[src/rtl/ad_ip_jesd204_tpl_adc_capture.sv]
// Generic synchronous FIFO with first-word-fall-through read port.
// Latency: a push is visible on pop_vld the following cycle.
// Backpressure: push_rdy drops only when full and the head is not being popped.
module sync_fifo #(
    parameter int WIDTH      = 8,
    parameter int ADDR_WIDTH = 4
) (
    input  logic             core_clk,
    input  logic             arst_n,
    input  logic             flush,
    input  logic             push_vld,
    output logic             push_rdy,
    input  logic [WIDTH-1:0] push_dat,
    output logic             pop_vld,
    input  logic             pop_rdy,
    output logic [WIDTH-1:0] pop_dat
);
    logic [WIDTH-1:0]      mem [2**ADDR_WIDTH];
    logic [ADDR_WIDTH-1:0] wr_ptr;
    logic [ADDR_WIDTH-1:0] rd_ptr;
    logic [ADDR_WIDTH:0]   count;
    logic                  push;
    logic                  pop;

    // count never exceeds the depth, so its top bit alone means full
    assign pop_vld  = (count != '0);
    assign push_rdy = !count[ADDR_WIDTH] || pop_rdy;
    assign push     = push_vld && push_rdy;
    assign pop      = pop_vld && pop_rdy;
    assign pop_dat  = pop_vld ? mem[rd_ptr] : '0;

    always_ff @(posedge core_clk or negedge arst_n) begin
        if (!arst_n) begin
            wr_ptr <= '0;
            rd_ptr <= '0;
            count  <= '0;
        end else if (flush) begin
            wr_ptr <= '0;
            rd_ptr <= '0;
            count  <= '0;
        end else begin
            if (push) wr_ptr <= wr_ptr + 1'b1;
            if (pop)  rd_ptr <= rd_ptr + 1'b1;
            if (push && !pop)      count <= count + 1'b1;
            else if (pop && !push) count <= count - 1'b1;
        end
    end

    always_ff @(posedge core_clk) begin
        if (push && !flush) mem[wr_ptr] <= push_dat;
    end
endmodule

// Triggered snapshot capture of TPL ADC beats, drained as a valid/ready stream with last.
// Latency: a captured beat reaches dma_valid one cycle after it is presented (empty FIFO).
// Backpressure: dma_ready stalls the FIFO; a beat hitting a full FIFO sets overflow and ends capture.
module ad_ip_jesd204_tpl_adc_capture #(
    parameter int NUM_CHANNELS    = 4,
    parameter int DATA_PATH_WIDTH = 1,
    parameter int BITS_PER_SAMPLE = 16,
    parameter int DATA_WIDTH      = NUM_CHANNELS*DATA_PATH_WIDTH*BITS_PER_SAMPLE,
    parameter int FIFO_ADDR_WIDTH = 4,
    parameter int COUNT_WIDTH     = 16
) (
    input  logic                       clk,
    input  logic                       resetn,
    input  logic [NUM_CHANNELS-1:0]    adc_valid,
    input  logic [DATA_WIDTH-1:0]      adc_data,
    input  logic                       arm,
    input  logic                       abort,
    input  logic [1:0]                 trigger_mode,
    input  logic                       trigger_ext,
    input  logic [BITS_PER_SAMPLE-1:0] trig_level,
    input  logic [COUNT_WIDTH-1:0]     capture_len,
    output logic                       dma_valid,
    input  logic                       dma_ready,
    output logic [DATA_WIDTH-1:0]      dma_data,
    output logic                       dma_last,
    output logic                       armed,
    output logic                       busy,
    output logic                       overflow,
    output logic                       done
);
    typedef enum logic [1:0] {IDLE, ARMED, CAPTURE, DRAIN} state_t;

    state_t                            state_q, state_d;
    logic [COUNT_WIDTH-1:0]            len_q, len_d;
    logic [COUNT_WIDTH-1:0]            cnt_q, cnt_d;
    logic                              overflow_q, overflow_d;
    logic                              done_q, done_d;
    logic                              ext_q;
    logic                              ext_pend_q, ext_pend_d;
    logic signed [BITS_PER_SAMPLE-1:0] prev_s0_q, prev_s0_d;
    logic                              prev_ok_q, prev_ok_d;

    logic                              beat_vld;
    logic                              ext_rise;
    logic                              trig_hit;
    logic                              flush;
    logic                              wr_vld;
    logic                              wr_rdy;
    logic                              wr_last;
    logic signed [BITS_PER_SAMPLE-1:0] cur_s0;
    logic signed [BITS_PER_SAMPLE-1:0] level;

    assign beat_vld = &adc_valid;
    assign cur_s0   = $signed(adc_data[BITS_PER_SAMPLE-1:0]);
    assign level    = $signed(trig_level);
    assign ext_rise = trigger_ext && !ext_q;

    always_comb begin
        trig_hit = 1'b1;
        case (trigger_mode)
            2'd1:    trig_hit = ext_pend_q || ext_rise;
            2'd2:    trig_hit = prev_ok_q && (prev_s0_q <= level) && (cur_s0 > level);
            default: trig_hit = 1'b1;
        endcase
    end

    always_comb begin
        state_d    = state_q;
        len_d      = len_q;
        cnt_d      = cnt_q;
        overflow_d = overflow_q;
        done_d     = 1'b0;
        ext_pend_d = 1'b0;
        prev_s0_d  = prev_s0_q;
        prev_ok_d  = 1'b0;
        wr_vld     = 1'b0;
        wr_last    = 1'b0;
        flush      = 1'b0;
        case (state_q)
            IDLE: begin
                if (arm && !abort && capture_len != '0) begin
                    state_d    = ARMED;
                    len_d      = capture_len;
                    cnt_d      = '0;
                    overflow_d = 1'b0;
                end
            end
            ARMED: begin
                ext_pend_d = ext_pend_q || ext_rise;
                prev_ok_d  = prev_ok_q;
                if (beat_vld) begin
                    prev_s0_d = cur_s0;
                    prev_ok_d = 1'b1;
                    // FIFO is always empty here, so the trigger beat can be written unconditionally
                    if (trig_hit) begin
                        wr_vld  = 1'b1;
                        wr_last = (len_q == COUNT_WIDTH'(1));
                        cnt_d   = COUNT_WIDTH'(1);
                        state_d = wr_last ? DRAIN : CAPTURE;
                    end
                end
            end
            CAPTURE: begin
                if (beat_vld) begin
                    if (wr_rdy) begin
                        wr_vld  = 1'b1;
                        cnt_d   = cnt_q + 1'b1;
                        wr_last = (cnt_d == len_q);
                        if (wr_last) state_d = DRAIN;
                    end else begin
                        overflow_d = 1'b1;
                        state_d    = DRAIN;
                    end
                end
            end
            DRAIN: begin
                if (!dma_valid) begin
                    state_d = IDLE;
                    done_d  = !overflow_q;
                end
            end
            default: state_d = IDLE;
        endcase
        if (abort && state_q != IDLE) begin
            state_d = IDLE;
            flush   = 1'b1;
            wr_vld  = 1'b0;
            done_d  = 1'b0;
        end
    end

    always_ff @(posedge clk or negedge resetn) begin
        if (!resetn) begin
            state_q    <= IDLE;
            len_q      <= '0;
            cnt_q      <= '0;
            overflow_q <= 1'b0;
            done_q     <= 1'b0;
            ext_q      <= 1'b0;
            ext_pend_q <= 1'b0;
            prev_s0_q  <= '0;
            prev_ok_q  <= 1'b0;
        end else begin
            state_q    <= state_d;
            len_q      <= len_d;
            cnt_q      <= cnt_d;
            overflow_q <= overflow_d;
            done_q     <= done_d;
            ext_q      <= trigger_ext;
            ext_pend_q <= ext_pend_d;
            prev_s0_q  <= prev_s0_d;
            prev_ok_q  <= prev_ok_d;
        end
    end

    sync_fifo #(
        .WIDTH      (DATA_WIDTH + 1),
        .ADDR_WIDTH (FIFO_ADDR_WIDTH)
    ) u_fifo (
        .core_clk (clk),
        .arst_n   (resetn),
        .flush    (flush),
        .push_vld (wr_vld),
        .push_rdy (wr_rdy),
        .push_dat ({wr_last, adc_data}),
        .pop_vld  (dma_valid),
        .pop_rdy  (dma_ready),
        .pop_dat  ({dma_last, dma_data})
    );

    assign armed    = (state_q == ARMED);
    assign busy     = (state_q != IDLE);
    assign overflow = overflow_q;
    assign done     = done_q;
endmodule

[config.mk]
export PLATFORM = sky130hd
export DESIGN_NAME = ad_ip_jesd204_tpl_adc_capture
export DESIGN_NICKNAME = d
export VERILOG_FILES = /design/src/rtl/ad_ip_jesd204_tpl_adc_capture.sv
export SDC_FILE = /design/constraint.sdc
export NUM_CORES = 1
export LEC_CHECK = 0
export BUFFER_PORTS_ARGS = -buffer_cell sky130_fd_sc_hd__buf_4
export CAP_MARGIN = 25
export CELL_PAD_IN_SITES_DETAIL_PLACEMENT = 1
export CELL_PAD_IN_SITES_GLOBAL_PLACEMENT = 2
export CORE_UTILIZATION = 52
export DETAILED_ROUTE_END_ITERATION = 12
export HOLD_SLACK_MARGIN = 0.03
export PLACE_DENSITY = 0.81
export SYNTH_ARGS = -nofsm -noshare
export SYNTH_HDL_FRONTEND = slang
export SYNTH_HIERARCHICAL = 1
export SYNTH_SLANG_ARGS = --single-unit
[constraint.sdc]
create_clock -name clk -period 6.85 [get_ports clk]
set_input_delay 0.3425 -clock clk [delete_from_list [all_inputs] [get_ports clk]]
set_output_delay 0.3425 -clock clk [all_outputs]
set_load 0.02 [all_outputs]
==> reports/metrics.yaml <==
run_status: "finished clean"
most_used_flip_flop_cell_after_synthesis: "sky130_fd_sc_hd__edfxtp_1"
grtUsageTotal_pct: 24.68
synthesis.area_um2: 44180
routabilityCongestion: 0.7935
synthesis.area_per_instance_um2: 20.72
yosys.area_share.simple_pct: 3.220
finalWorstSetupSlack_ns: 1.734
initial_antenna_violation_count: 0
num_io_pins: 178
tightest_slew_ns: 1.075
worstPathRequired_ns: 7.19
grt-ovfl-total: 0
layout.core_utilization_pct: 61.30
rrSetupSlack_ns: 1.73
final-max-slew-violation-count: 0
share_of_the_synthesized_netlist_area_taken_by_xor_and_xnor_gates_pct: 0.5352
layout_min_cycle_time_ns: 5.116
chipHeight_um: 293.5
grt_use_met1_pct: 33.70
synth.ff_latch_count: 1108
max-cap-violations: 0
post_synth_fa_ha_maj_area_fraction_pct: 1.433
post_cts.repair.setup_buffers: 0
tritoncts_clock_tree: "yes"
drt_drc_violations_left: 0
dp_worst_setup_slack_ns: 1.772
synthToLayoutAreaGrowth_pct: 16.29
finalInstanceArea_um2: 51380
count_of_buffers_from_port_buffering: 177
criticalPathCategory: "flop to flop"
number_of_enable_flip_flop_cells_after_synthesis: 1040
rsz0062_at_grt: "false"
relSlewSlack_pct: 28.33
reg2reg_depth: 13
critPathCaptureType: "flop"
yosysUniqueCellTypes: 66
worst_path_cell_chain: "ha_1 > nand4_1 > nor4_1 > or4_1 > a21oi_1 > nor3_2 > a21boi_0 > a21oi_1 > o211a_1 > nand2_1 > nor4_1 > and2_4 > buf_4"
ant_nets: 0
drtPass1Iterations: 5
drt_first_iter_violations: 1660
num-fill-cells: 7056
power_density_nw_per_um2: 360.3
globalRouteMet2Util_pct: 42.09
finalHoldViolations: 0
critical_path_peak_fanout: 50
fin_tns_setup_ns: 0
async_flop_share_pct: 6.137
cts.sinks: 1108
cts-hold-fix-buffers: 83
setup.worst_path.start_class: "flop"
worst_path_max_delay_cell: "sky130_fd_sc_hd__and2_4"
hold-worst-slack_ns: 0.08095
globalRouteMet3Util_pct: 3.525
cts_bufs_inserted: 110
design.final.nets: 2580
route.final.wire_length_um: 104100
cell_at_the_root_of_the_clock_tree: "sky130_fd_sc_hd__clkbuf_16"
startpoint: "prev_s0_q[15]"
grt_start_max_net_pins: 96
holdCritPathClass: "input port to flop"
first_pass_grt_wire_length_um: 156700
row_count: 106
period_share_pct: 74.69
cts_buffer_depth: 3
number_of_gates_given_a_new_drive_strength_after_cts: 0
die_w_um: 293.5
max_freq_mhz: 195.5
start_util_pct: 52.71
critical_path.reg2reg.endpoint: "u_fifo/mem[7][16]"
worst_path_arrival_ns: 5.45
synthesis.instances: 2132
synth_seq_area_share_pct: 74.54
synth_nets: 2290
dpl.hpwl_um: 56500
busiest_layer: "met2"
worst_path_largest_cell_delay_ns: 0.97
combinational_family_with_the_most_area_after_synthesis: "multiplexers"
setup_viol_count_final: 0
deepest_level_of_the_cts_h_tree: 3
setup.worst_path.end: "u_fifo/mem[7][16]"
final_layout_size_suffix_gt1_share_pct: 28.08
via_count: 22270
finClkSkew_ns: 0.02593
core-area_um2: 83820
static-leakage-power_uw: 0.01692
path_clk_slew_ns: 0.06
vdd_drop_max_mv: 0.2895
synth-warning-count: 6
synthMuxAreaShare_pct: 15.61
routed_wire_length_per_instance_um: 28.52
dpl-instance-area_um2: 46680
synth_compound_area_share_pct: 3.041
crit-reg2reg-launch: "prev_s0_q[15]"
insertion_delay_ns: 0.67
die-area_um2: 86140
drt-vias-per-instance: 6.104
antenna_cells_inserted: 0
first_global_vias: 24500
[registers in the layout, summed over array words and instances, names as in the netlist]
register and count:
u_fifo/mem 1040, cnt_q 16, len_q 16, prev_s0_q 16, u_fifo/count 5, u_fifo/rd_ptr 4
u_fifo/wr_ptr 4, state_q 2, done 1, ext_pend_q 1, ext_q 1, overflow 1
prev_ok_q 1
[synthesized netlist by cell type (3+ instances only)]
master | count | area share, %
sky130_fd_sc_hd__edfxtp_1 | 1040 | 71
sky130_fd_sc_hd__mux4_2 | 260 | 13
sky130_fd_sc_hd__nor3_1 | 76 | 0.86
sky130_fd_sc_hd__mux2i_1 | 69 | 1.6
sky130_fd_sc_hd__dfrtp_1 | 68 | 3.9
sky130_fd_sc_hd__a221o_1 | 64 | 1.4
sky130_fd_sc_hd__clkbuf_1 | 53 | 0.45
sky130_fd_sc_hd__ha_1 | 49 | 1.4
sky130_fd_sc_hd__inv_1 | 37 | 0.31
sky130_fd_sc_hd__buf_2 | 35 | 0.40
sky130_fd_sc_hd__nor2_1 | 35 | 0.30
sky130_fd_sc_hd__nand2_1 | 33 | 0.28
sky130_fd_sc_hd__mux2_2 | 31 | 0.79
sky130_fd_sc_hd__a21oi_1 | 28 | 0.32
sky130_fd_sc_hd__o21ai_0 | 28 | 0.32
sky130_fd_sc_hd__and2_1 | 18 | 0.25
sky130_fd_sc_hd__nor4_1 | 17 | 0.24
sky130_fd_sc_hd__xnor2_1 | 17 | 0.34
sky130_fd_sc_hd__nand3_1 | 15 | 0.17
sky130_fd_sc_hd__buf_1 | 13 | 0.11
sky130_fd_sc_hd__o21ai_1 | 13 | 0.15
sky130_fd_sc_hd__nand2b_1 | 12 | 0.17
sky130_fd_sc_hd__buf_6 | 11 | 0.28
sky130_fd_sc_hd__nand4_1 | 11 | 0.16
sky130_fd_sc_hd__xor2_1 | 10 | 0.20
sky130_fd_sc_hd__o31ai_1 | 8 | 0.14
sky130_fd_sc_hd__a21o_1 | 7 | 0.12
sky130_fd_sc_hd__and3_1 | 6 | 0.085
sky130_fd_sc_hd__a211oi_1 | 5 | 0.085
sky130_fd_sc_hd__nor2b_1 | 5 | 0.071
sky130_fd_sc_hd__o211ai_1 | 5 | 0.085
sky130_fd_sc_hd__a31oi_1 | 4 | 0.057
sky130_fd_sc_hd__buf_4 | 4 | 0.068
sky130_fd_sc_hd__nor3b_1 | 3 | 0.051
sky130_fd_sc_hd__o21a_1 | 3 | 0.051
sky130_fd_sc_hd__or4_1 | 3 | 0.051
[per-stage QoR]
step                      cells  power [uW]
after CTS                  3646       18700
final                      3648       18510
after detailed placement   3359       12300
after floorplan            2132       10780
after global placement     3359       12220
after global routing       3648       19170
[layout make-up]
cell class	instances	area (um^2)	share of cell area (%)
clock buffers	132	2908	5.659
clock inverters	72	917.1	1.785
repair buffers	294	2472	4.812
inverters	38	142.6	0.2776
well taps	1134	1419	2.761
multi-input cells	870	10580	20.58
flip-flops and latches	1108	32950	64.12
[per-layer routing]
metal | vias to the layer above | part of all wire (%)
met4 | 0 | 1.8
met2 | 696 | 51
met3 | 113 | 5.3
met5 | - | 0
met1 | 11960 | 42
li1 | 9500 | -
[critical path: cells and delay by family, from the launching register on]
| kind | cells | cell delay [ns] |
|---|---|---|
| flops | 1 | 0.38 |
| fa+ha+maj | 1 | 0.32 |
| simple gates | 7 | 2.85 |
| buf+inv | 1 | 0.42 |
| compound gates | 4 | 0.77 |
[power breakdown]
group	leakage [uW]	internal [uW]	switching, uW
Combinational	0.00483	2000	2340
Clock	0.00184	3810	2530
Sequential	0.0103	7540	290
Total	0.0169	13400	5160
[kinds of logic after synthesis]
family,after synthesis
AO/OA/AOI/OAI,178
XOR/XNOR,27
adder cells (fa/ha/maj),50
buffers and inverters,154
flip-flops,1108
multiplexers,360
AND/OR/NAND/NOR,255
[placed cells by master, fill, tap and decap left out, drive strengths merged, types with 6 or more instances in the layout]
| master | count |
|---|---|
| clkinvlp | 11 |
| and3 | 8 |
| a211oi | 6 |
| clkbuf | 132 |
| buf | 211 |
| xor2 | 10 |
| a221o | 64 |
| mux2 | 31 |
| mux2i | 69 |
| edfxtp | 1040 |
| nand2 | 34 |
| and2 | 18 |
| nand4 | 11 |
| o21ai | 41 |
| nand2b | 12 |
| nor4 | 20 |
| dfrtp | 68 |
| bufinv | 21 |
| mux4 | 260 |
| xnor2 | 17 |
| o31ai | 8 |
| dlygate4sd3 | 83 |
| a21oi | 28 |
| ha | 49 |
| clkinv | 36 |
| nand3 | 17 |
| inv | 42 |
| nor3 | 78 |
| nor2 | 36 |
| a21o | 7 |
[worst min-delay path by stage]
| stage | depth (start not counted) | end | slack (ns) | startpoint |
|---|---|---|---|---|
| 2_1_floorplan | 0 | cnt_q[0] | 0.05 | resetn |
| 3_3_place_gp | 1 | prev_s0_q[15] | 0.18 | resetn |
| 3_5_place_dp | 1 | prev_s0_q[15] | 0.18 | resetn |
| 4_1_cts | 1 | u_fifo/mem[12][9] | 0.03 | adc_data[9] |
| 5_1_grt | 1 | u_fifo/mem[12][9] | 0.06 | adc_data[9] |
| 6_report | 1 | u_fifo/mem[12][9] | 0.08 | adc_data[9] |
Note: power is estimated with default switching activity, not from simulation.
